===== config.mk =====
export PLATFORM = sky130hd
export DESIGN_NAME = data_round_sat
export DESIGN_NICKNAME = d
export VERILOG_FILES = /design/src/rtl/dfe_round_pkg.sv /design/src/rtl/data_round_sat_lane.sv /design/src/rtl/data_round_sat.sv
export SDC_FILE = /design/constraint.sdc
export NUM_CORES = 2
export LEC_CHECK = 0
export CAP_MARGIN = 20
export CORE_ASPECT_RATIO = 0.8
export CORE_UTILIZATION = 30
export DETAILED_ROUTE_END_ITERATION = 6
export PLACE_DENSITY_LB_ADDON = 0.12
export SLEW_MARGIN = 30
export SYNTH_ARGS = -nofsm -noshare
export SYNTH_HDL_FRONTEND = slang
export SYNTH_SLANG_ARGS = --single-unit
export TNS_END_PERCENT = 10

===== constraint.sdc =====
create_clock -name i_clk -period 3.58 [get_ports i_clk]
set_input_delay 0.716 -clock i_clk [delete_from_list [all_inputs] [get_ports i_clk]]
set_output_delay 0.716 -clock i_clk [all_outputs]
set_load 0.02 [all_outputs]

===== src/rtl/dfe_round_pkg.sv =====
// Shared definitions for the DFE round-and-saturate stage: rounding mode
// encodings and the signed saturation bound helpers.
package dfe_round_pkg;

    typedef enum logic [1:0] {
        RND_TRUNC = 2'd0,
        RND_HAFZ  = 2'd1,
        RND_CONV  = 2'd2,
        RND_HUP   = 2'd3
    } rnd_mode_e;

    function automatic logic signed [63:0] sat_max(input int width);
        return (64'sd1 <<< (width - 1)) - 64'sd1;
    endfunction

    function automatic logic signed [63:0] sat_min(input int width);
        return -(64'sd1 <<< (width - 1));
    endfunction

endpackage


===== src/rtl/data_round_sat_lane.sv =====
// One channel of the round-and-saturate stage: rounding-bias add (stage 1),
// arithmetic shift with saturation (stage 2) and the sticky saturation counter.
module data_round_sat_lane
    import dfe_round_pkg::*;
#(
    parameter int DIN_WIDTH  = 39,
    parameter int DOUT_WIDTH = 17,
    parameter int DROP_WIDTH = 6,
    parameter int CNT_WIDTH  = 16
) (
    input  logic                         i_clk,
    input  logic                         i_rst_n,
    input  logic                         i_valid,
    input  rnd_mode_e                    i_mode,
    input  logic [DROP_WIDTH-1:0]        i_drop,
    input  logic signed [DIN_WIDTH-1:0]  i_data,
    input  logic                         i_valid_s2,
    input  logic [DROP_WIDTH-1:0]        i_drop_s2,
    input  logic                         i_clr_cnt,
    output logic [DOUT_WIDTH-1:0]        o_data,
    output logic                         o_sat,
    output logic [CNT_WIDTH-1:0]         o_sat_cnt
);

    localparam int SW = DIN_WIDTH + 1;
    localparam logic signed [SW-1:0] R_MAX = SW'(sat_max(DOUT_WIDTH));
    localparam logic signed [SW-1:0] R_MIN = SW'(sat_min(DOUT_WIDTH));

    logic signed [SW-1:0]   sExt;
    logic signed [SW-1:0]   half;
    logic signed [SW-1:0]   bias;
    logic                   lsbKept;
    logic signed [SW-1:0]   sum_d, sum_q;
    logic signed [SW-1:0]   shifted;
    logic                   satHi, satLo;
    logic [DOUT_WIDTH-1:0]  data_d, data_q;
    logic                   sat_d, sat_q;
    logic [CNT_WIDTH-1:0]   cnt_d, cnt_q;

    // One extra bit of headroom so the rounding bias can never wrap the sum.
    always_comb begin
        sExt    = {i_data[DIN_WIDTH-1], i_data};
        half    = '0;
        bias    = '0;
        lsbKept = |((sExt >> i_drop) & SW'(1));
        if (i_drop != '0) begin
            half = SW'(1) << (i_drop - 1'b1);
            unique case (i_mode)
                RND_TRUNC: bias = '0;
                RND_HAFZ:  bias = i_data[DIN_WIDTH-1] ? half - SW'(1) : half;
                RND_CONV:  bias = half - SW'(1) + {{(SW-1){1'b0}}, lsbKept};
                RND_HUP:   bias = half;
                default:   bias = '0;
            endcase
        end
        sum_d = sExt + bias;
    end

    always_ff @(posedge i_clk or negedge i_rst_n) begin
        if (!i_rst_n) begin
            sum_q <= '0;
        end else if (i_valid) begin
            sum_q <= sum_d;
        end
    end

    always_comb begin
        shifted = sum_q >>> i_drop_s2;
        satHi   = shifted > R_MAX;
        satLo   = shifted < R_MIN;
        data_d  = data_q;
        sat_d   = 1'b0;
        if (i_valid_s2) begin
            sat_d = satHi | satLo;
            if (satHi) begin
                data_d = R_MAX[DOUT_WIDTH-1:0];
            end else if (satLo) begin
                data_d = R_MIN[DOUT_WIDTH-1:0];
            end else begin
                data_d = shifted[DOUT_WIDTH-1:0];
            end
        end
    end

    // Clear wins over a coincident event; the count sticks at all-ones.
    always_comb begin
        cnt_d = cnt_q;
        if (i_clr_cnt) begin
            cnt_d = '0;
        end else if (sat_d && (cnt_q != '1)) begin
            cnt_d = cnt_q + 1'b1;
        end
    end

    always_ff @(posedge i_clk or negedge i_rst_n) begin
        if (!i_rst_n) begin
            data_q <= '0;
            sat_q  <= 1'b0;
            cnt_q  <= '0;
        end else begin
            data_q <= data_d;
            sat_q  <= sat_d;
            cnt_q  <= cnt_d;
        end
    end

    assign o_data    = data_q;
    assign o_sat     = sat_q;
    assign o_sat_cnt = cnt_q;

endmodule


===== src/rtl/data_round_sat.sv =====
// Multi-channel round-and-saturate stage: owns the valid and drop pipeline
// and instantiates one lane per channel.
module data_round_sat
    import dfe_round_pkg::*;
#(
    parameter int NCH        = 4,
    parameter int DIN_WIDTH  = 39,
    parameter int DOUT_WIDTH = 17,
    parameter int DROP_WIDTH = 6,
    parameter int CNT_WIDTH  = 16
) (
    input  logic                       i_clk,
    input  logic                       i_rst_n,
    input  logic                       i_valid,
    input  logic [NCH*DIN_WIDTH-1:0]   i_data,
    input  logic [1:0]                 i_mode,
    input  logic [DROP_WIDTH-1:0]      i_drop,
    input  logic                       i_clr_cnt,
    output logic                       o_valid,
    output logic [NCH*DOUT_WIDTH-1:0]  o_data,
    output logic [NCH-1:0]             o_sat,
    output logic [NCH*CNT_WIDTH-1:0]   o_sat_cnt
);

    localparam logic [DROP_WIDTH-1:0] MAX_DROP = DROP_WIDTH'(DIN_WIDTH - DOUT_WIDTH);

    logic [DROP_WIDTH-1:0] dropEff;
    logic [DROP_WIDTH-1:0] drop_q;
    logic                  valid1_q, valid2_q;

    assign dropEff = (i_drop > MAX_DROP) ? MAX_DROP : i_drop;

    // The clamped drop follows its sample into stage 2 so changes land on sample boundaries.
    always_ff @(posedge i_clk or negedge i_rst_n) begin
        if (!i_rst_n) begin
            valid1_q <= 1'b0;
            valid2_q <= 1'b0;
            drop_q   <= '0;
        end else begin
            valid1_q <= i_valid;
            valid2_q <= valid1_q;
            if (i_valid) begin
                drop_q <= dropEff;
            end
        end
    end

    assign o_valid = valid2_q;

    for (genvar ch = 0; ch < NCH; ch++) begin : g_lane
        data_round_sat_lane #(
            .DIN_WIDTH  (DIN_WIDTH),
            .DOUT_WIDTH (DOUT_WIDTH),
            .DROP_WIDTH (DROP_WIDTH),
            .CNT_WIDTH  (CNT_WIDTH)
        ) u_lane (
            .i_clk      (i_clk),
            .i_rst_n    (i_rst_n),
            .i_valid    (i_valid),
            .i_mode     (rnd_mode_e'(i_mode)),
            .i_drop     (dropEff),
            .i_data     (i_data[ch*DIN_WIDTH +: DIN_WIDTH]),
            .i_valid_s2 (valid1_q),
            .i_drop_s2  (drop_q),
            .i_clr_cnt  (i_clr_cnt),
            .o_data     (o_data[ch*DOUT_WIDTH +: DOUT_WIDTH]),
            .o_sat      (o_sat[ch]),
            .o_sat_cnt  (o_sat_cnt[ch*CNT_WIDTH +: CNT_WIDTH])
        );
    end

endmodule


Word level (Yosys, flattened, before mapping)
Index checks and enable logic that the tools add are counted.
{"block": "classes", "mux": 33, "bitwise_logic": 4, "order_cmp": 9, "n_addsub": 15, "eq_ne": 7, "n_reduce_logical": 10, "shifts": 9}
{"operator": "40-bit case mux with 4 select lines", "n": 4}
{"operator": "40-bit 2-to-1 mux", "n": 8}
{"operator": "39-bit by 40-bit adder with 40-bit output", "n": 4}
{"operator": "40-bit by 1-bit adder with 40-bit output", "n": 4}
{"operator": "40-bit by 17-bit greater-than comparator with 1-bit output (second input constant)", "n": 4}
{"operator": "40-bit by 17-bit < comparator with 1-bit output (second input constant)", "n": 4}
{"operator": "40-bit by 6-bit >> shifter with 1-bit output", "n": 4}
{"operator": "40-bit by 6-bit >>> shifter with 40-bit output", "n": 4}
{"operator": "17-bit 2-to-1 mux", "n": 8}
{"operator": "16-bit 2-to-1 mux", "n": 8}
{"operator": "16-bit by 1-bit adder with 16-bit output (second input constant)", "n": 4}
{"operator": "16-bit != test (second input constant)", "n": 4}
{"operator": "1-bit by 6-bit << shifter with 40-bit output (first input constant)", "n": 1}
{"operator": "40-bit by 1-bit subtractor with 40-bit output (second input constant)", "n": 1}
{"operator": "40-bit by 2-bit subtractor with 40-bit output (second input constant)", "n": 1}
{"operator": "2-bit nonzero test", "n": 4}
{"operator": "6-bit by 5-bit greater-than comparator with 1-bit output (second input constant)", "n": 1}
{"operator": "6-bit 2-to-1 mux", "n": 1}
{"operator": "6-bit nonzero test", "n": 1}
{"operator": "6-bit by 1-bit subtractor with 6-bit output (second input constant)", "n": 1}
{"operator": "2-bit == test (second input constant)", "n": 2}
{"operator": "1-bit logical AND", "n": 4}
{"operator": "1-bit 2-to-1 mux", "n": 4}
{"operator": "1-bit bitwise OR", "n": 4}
{"operator": "other kinds (2)", "n": 2}
{"block": "totals", "regBits": 304, "elab_cells": 106}

Depth between registers and ports, before layout
{"block": "depth", "ltp_word": 9, "depth_mapped": 30, "mapped_depth_nobuf": 27}

By module
From an unflattened synthesis, not the netlist that was laid out.
{"block": "hier_totals", "cells_unflattened": 5725, "area_unflattened_um2": 44267.5}
{"module": "data_round_sat_lane at g_lane[1].u_lane ...", "cells_each": 1424, "seq_area_each_um2": 1851.8, "area_per_inst_um2": 10901.7, "instances": 2}
{"module": "data_round_sat_lane at g_lane[3].u_lane", "cells_each": 1478, "seq_area_each_um2": 1851.8, "area_per_inst_um2": 11389.7, "instances": 1}
{"module": "data_round_sat_lane at g_lane[0].u_lane", "cells_each": 1373, "seq_area_each_um2": 1851.8, "area_per_inst_um2": 10735.3, "instances": 1}
{"module": "data_round_sat", "cells_each": 26, "seq_area_each_um2": 200.2, "area_per_inst_um2": 339.1, "instances": 1}

Worst setup path before layout
No wires, ideal clock.
{"block": "synth_timing", "path_kind": "input port to flip-flop", "from": "in i_drop[1]", "to": "reg g_lane[2].u_lane.sum_q[39]", "cell_stages": 25, "n_path_buf": 3, "setup_slack_ps": -3627, "required_time_ps": 3442, "setup_time_ps": 138, "t_arrival_ps": 7068, "cell_sequence": "clkbuf_1 -> buf_1 -> clkinv_1 -> nor2_1 -> nand2_1 -> ha_1 -> clkbuf_1 -> o31ai_1 -> nand2_1 -> nor2_1 -> nand2_1 -> xor2_1 -> a22oi_1 -> nor2_1 -> ha_1 -> a21o_1 -> o21a_1 -> a311o_1 -> a311oi_1 -> nor4_1 -> or3_1 -> a31o_2 -> a2111oi_0 -> mux2i_1 -> o2111ai_1"}
{"block": "synth_via", "elab_chain_len": 9, "elab_cells_between_ends": 13}
{"element": "from (decl)", "line": "data_round_sat.sv:17", "source": "input logic [DROP_WIDTH-1:0] i_drop,"}
{"element": "6-bit by 5-bit greater-than comparator with 1-bit output", "line": "data_round_sat.sv:31", "source": "assign dropEff = (i_drop > MAX_DROP) ? MAX_DROP : i_drop;"}
{"element": "6-bit 2-to-1 mux (*)", "line": "data_round_sat.sv:31"}
{"element": "6-bit by 1-bit subtractor with 6-bit output", "line": "data_round_sat_lane.sv:47", "source": "half = SW'(1) << (i_drop - 1'b1);"}
{"element": "1-bit by 6-bit << shifter with 40-bit output", "line": "data_round_sat_lane.sv:47"}
{"element": "40-bit by 1-bit subtractor with 40-bit output or 40-bit by 2-bit subtractor with 40-bit output (tied branches)", "line": "data_round_sat_lane.sv:51, data_round_sat_lane.sv:50"}
{"element": "40-bit by 1-bit adder with 40-bit output or 40-bit 2-to-1 mux (tied branches)", "line": "data_round_sat_lane.sv:51, data_round_sat_lane.sv:50"}
{"element": "40-bit case mux with 4 select lines", "line": "data_round_sat_lane.sv:48", "source": "unique case (i_mode)"}
{"element": "40-bit 2-to-1 mux (*)", "line": "data_round_sat_lane.sv:46", "source": "if (i_drop != '0) begin"}
{"element": "39-bit by 40-bit adder with 40-bit output (*)", "line": "data_round_sat_lane.sv:56", "source": "sum_d = sExt + bias;"}
{"element": "to (signal assigned)", "line": "data_round_sat_lane.sv:63", "source": "sum_q <= sum_d;"}
{"element": "to (decl)", "line": "data_round_sat_lane.sv:33", "source": "logic signed [SW-1:0] sum_d, sum_q;"}
Every way passes the cells marked *; elsewhere a longest branch is shown, timed or not.
A chain may end at the register's enable or synchronous reset.

Worst setup path in the final report
{"block": "layout_timing", "from": "in i_drop[0]", "to": "reg g_lane[1].u_lane.sum_q[36]"}
{"block": "layout_via", "elab_chain_len": 9, "elab_cells_between_ends": 13}
{"element": "6-bit by 5-bit greater-than comparator with 1-bit output", "line": "data_round_sat.sv:31"}
{"element": "6-bit 2-to-1 mux (*)", "line": "data_round_sat.sv:31"}
{"element": "6-bit by 1-bit subtractor with 6-bit output", "line": "data_round_sat_lane.sv:47"}
{"element": "1-bit by 6-bit << shifter with 40-bit output", "line": "data_round_sat_lane.sv:47"}
{"element": "40-bit by 1-bit subtractor with 40-bit output or 40-bit by 2-bit subtractor with 40-bit output (tied branches)", "line": "data_round_sat_lane.sv:51, data_round_sat_lane.sv:50"}
{"element": "40-bit by 1-bit adder with 40-bit output or 40-bit 2-to-1 mux (tied branches)", "line": "data_round_sat_lane.sv:51, data_round_sat_lane.sv:50"}
{"element": "40-bit case mux with 4 select lines", "line": "data_round_sat_lane.sv:48"}
{"element": "40-bit 2-to-1 mux (*)", "line": "data_round_sat_lane.sv:46"}
{"element": "39-bit by 40-bit adder with 40-bit output (*)", "line": "data_round_sat_lane.sv:56"}
{"element": "to (signal assigned)", "line": "data_round_sat_lane.sv:63"}
{"element": "to (decl)", "line": "data_round_sat_lane.sv:33"}
Marked as above.

==> results_dict.tcl <==
set metrics [dict create \
    crit_buf_inv 5 \
    worstPathMaxFanout 5 \
    dieArea_um2 123700 \
    grt_pass1_wl_um 254300 \
    met2_wirelength_um 77240 \
    coreArea_um2 121100 \
    globalplace.congestion 1.005 \
    synth_seq_cells 304 \
    die_h_um 314.8 \
    layout_min_cycle_time_ns 5.475 \
    grtUsageTotal_pct 27.12 \
    p_sw_share_pct 41.07 \
    wire_per_inst_um 22.99 \
    worstMarginPinSlew_ns 0.9511 \
    start_util_pct 30.30 \
    grt_pass1_vias 39300 \
    area_growth_pct 47.81 \
    antenna_found_initial 1 \
    rows 114 \
    drt_first_pass_iters 5 \
    drt.antenna.violating_nets 0 \
    gr-total-overflow 0 \
    synth-edff-count 0 \
    yosysTopAreaCellShare_pct 20.73 \
    netlist_instances 4450 \
    place_ws_ns -3.205 \
    synth-seq-area-share_pct 20.73 \
    end_kind "flip-flop" \
    highest_layer "met5" \
    synthFlopType "dfrtp_1" \
    clock_path_buffers 3 \
    dpl.hpwl_um 138300 \
    netlist_area_um2 36700 \
    max_stage_delay_ns 0.38 \
    slew_viol_final 0 \
    initialDrtViolationCount 3607 \
    yosys_warnings 0 \
    post_synth.cell_area_avg_um2 8.246 \
    cp_common_cell "buf_6" \
    finalHoldViolCount 0 \
    cts_tree "built" \
    period_share_pct 152.9 \
    p_leak_nw 23.77 \
    numPortBuffers 304 \
    synth_cell_types 99 \
    nNetsFinal 6121 \
    clkLatencyLatePin_ns 0.59 \
    wl_met3_um 10420 \
    seqPwrFrac_pct 23.1 \
    rsz0062_at_grt "true" \
    ir_drop_uv 266.6 \
    yosys-top-cells-count "nand2_1, nor2_1, a21oi_1, dfrtp_1, o21ai_0" \
    drive_above_1_share_pct 36.71 \
    place_area_um2 50410 \
    setup_slack_ns -1.895 \
    cp_top_family "compound AO/OA/AOI/OAI gates" \
    yosysTopAreaCell "dfrtp_1" \
    htree_levels 2 \
    cts_sinks 304 \
    critPathLaunchType "input pin" \
    timing.fmax_ghz 0.1827 \
    critPathArrivalTime_ns 5.94 \
    dieWidth_um 393.0 \
    yosysMostFrequentCell "nand2_1" \
    cts_hold_buf 0 \
    internal_power_w 0.01271 \
    combPwrFrac_pct 59.2 \
    wl_met1_um 80300 \
    synth.area.top_cells "dfrtp_1, mux4_2, mux2_2" \
    violations "negative setup slack" \
    vias 40510 \
    p_sw_w 0.008858 \
    async_reset_ff_share_pct 100.0 \
    drcViolationCount 0 \
    p_per_area_nw_per_um2 397.6 \
    skew_ns 0.05129 \
    grt_max_degree 78 \
    fillCellCount 12160 \
    cp_slowest_cell "nor3_4" \
    worstPathRequired_ns 4.04 \
    clockPowerShare_pct 17.6 \
    routed_wl_um 170800 \
    cts_buffers 35 \
    hp-class "in -> async" \
    clk_pin_slew_ns 0.08 \
    setup_violations 251 \
    maxSlewHeadroom_pct 35.92 \
    io_pins 305 \
    outcome "finished, violations left" \
    finalInstanceArea_um2 54240 \
    cap_violations 0 \
    path_class "in -> reg" \
    clock-root-buffer "clkbuf_16" \
    vias_per_cell 5.453 \
]
power groups by stage:
| stage | logic, W | registers (W) | clock network (W) |
|---|---|---|---|
| 6_report | 0.0128 | 0.00499 | 0.00381 |
| 3_3_place_gp | 0.0120 | 0.00504 | 0 |
| 4_1_cts | 0.0125 | 0.00499 | 0.00391 |
| 3_5_place_dp | 0.0119 | 0.00506 | 0 |
| 5_1_grt | 0.0137 | 0.00510 | 0.00405 |
| 2_1_floorplan | 0.00640 | 0.00490 | 0 |
worst paths after layout:
check                           cells after the start  slack (ns)                         from                             end
worst max-delay path                               30       -1.89                    i_drop[0]      g_lane[1].u_lane.sum_q[36]
worst min-delay path                                1        0.06                      i_rst_n      g_lane[3].u_lane.o_data[7]
worst max register to register                     13       -0.27                    drop_q[0]  g_lane[0].u_lane.o_sat_cnt[10]
worst min register to register                      1        0.51  g_lane[1].u_lane.o_data[16]     g_lane[1].u_lane.o_data[16]
max in group asynchronous                           2        2.65                      i_rst_n      g_lane[2].u_lane.sum_q[25]
min in group i_clk                                  1        0.43                      i_valid                        valid1_q
worst reg2reg max path, cell delays in order, from the launching register on:
cell and delay (ns):
dfrtp_4 0.59, buf_12 0.20, buf_4 0.16, mux2_2 0.37
o21ai_1 0.22, a211oi_1 0.16, or4_1 0.58, nor4_2 0.29
a41o_1 0.21, a311o_1 0.24, nand2_2 0.10, buf_12 0.16
nand4_1 0.09, mux2_2 0.34
logic make-up (layout without fill, tap and decap cells):
kind of cell	Yosys count	after routing	share of synthesized area, %
simple gates	1466	1466	18.56
buf+inv	478	1800	5.830
compound gates	1329	1329	23.65
fa+ha+maj	173	173	5.980
xor+xnor	214	214	5.108
mux	485	485	20.13
flops	304	304	20.73
other cells	1	35	0.01022
state kept, by name (all words and copies together) (netlist names):
register                 flops
g_lane.u_lane.o_data        68
g_lane.u_lane.o_sat_cnt     64
g_lane.u_lane.sum_q        160
o_valid                      1
g_lane.u_lane.o_sat          4
drop_q                       6
valid1_q                     1
final cells by class:
class                   count  area [um2]  share of cell area [%]
clock inverters            15       176.4                  0.3253
diodes                      3       7.507                 0.01384
clock buffers              45       983.4                   1.813
repair buffers           1603       13700                   25.26
flip-flops and latches    304        7631                   14.07
multi-input cells        3699       29180                   53.80
well taps                1624        2032                   3.746
inverters                 137       524.3                  0.9665
metrics by stage:
step	utilization, %	setup TNS [ns]	instances	hold WS (ns)	power [W]
floorplan	-	-221.91	4481	0.4048	0.01130
global placement	41.63	-390.49	7285	0.4934	0.01701
detailed placement	41.63	-393.08	7285	0.4953	0.01700
CTS	44.20	-192.10	7402	0.04523	0.02145
global route	44.78	-256.01	7427	0.06575	0.02283
finish	44.79	-205.41	7430	0.06014	0.02157
timing repair:
action / in CTS / in global routing
endpoints found under the setup margin: 272 / 282
gates resized for setup: 402 / 110
pin swaps: 220 / 124
setup buffers: 62 / 28
endpoints found under the hold margin: 0 / 0
cell usage in the layout, fill, tap and decap left out, types with 32 or more instances in the layout:
master / netlist / layout
o21ai_1: 5 / 42
nand2_1: 469 / 449
clkbuf_16: 0 / 35
inv_1: 129 / 128
mux2_2: 194 / 176
buf_12: 3 / 54
a21o_1: 76 / 75
xnor2_1: 145 / 130
mux4_2: 144 / 151
and2_1: 39 / 34
dfrtp_1: 304 / 297
ha_1: 169 / 146
nand4_1: 40 / 40
o22ai_1: 85 / 75
nand3_1: 110 / 98
mux2i_1: 110 / 102
o21a_1: 34 / 33
a21oi_2: 0 / 47
o21ai_0: 287 / 223
buf_4: 25 / 1195
clkdlybuf4s50_1: 0 / 293
a211oi_1: 74 / 50
o211ai_1: 49 / 49
and3_1: 54 / 51
xor2_1: 69 / 61
a21oi_1: 329 / 277
a31oi_1: 61 / 58
a22oi_1: 61 / 52
nor2b_1: 72 / 66
nor2_1: 443 / 422
nand2b_1: 38 / 32
conb_1: 1 / 32
buf_6: 15 / 46
nor3_1: 71 / 60
metal layers:
layer | GRT usage [%] | vias up
li1 | - | 19240
met2 | 43.04 | 1189
met1 | 39.14 | 19940
met5 | 0.5803 | -
met3 | 4.148 | 140
met4 | 4.360 | 2
Power figures use the tool's default switching activity.
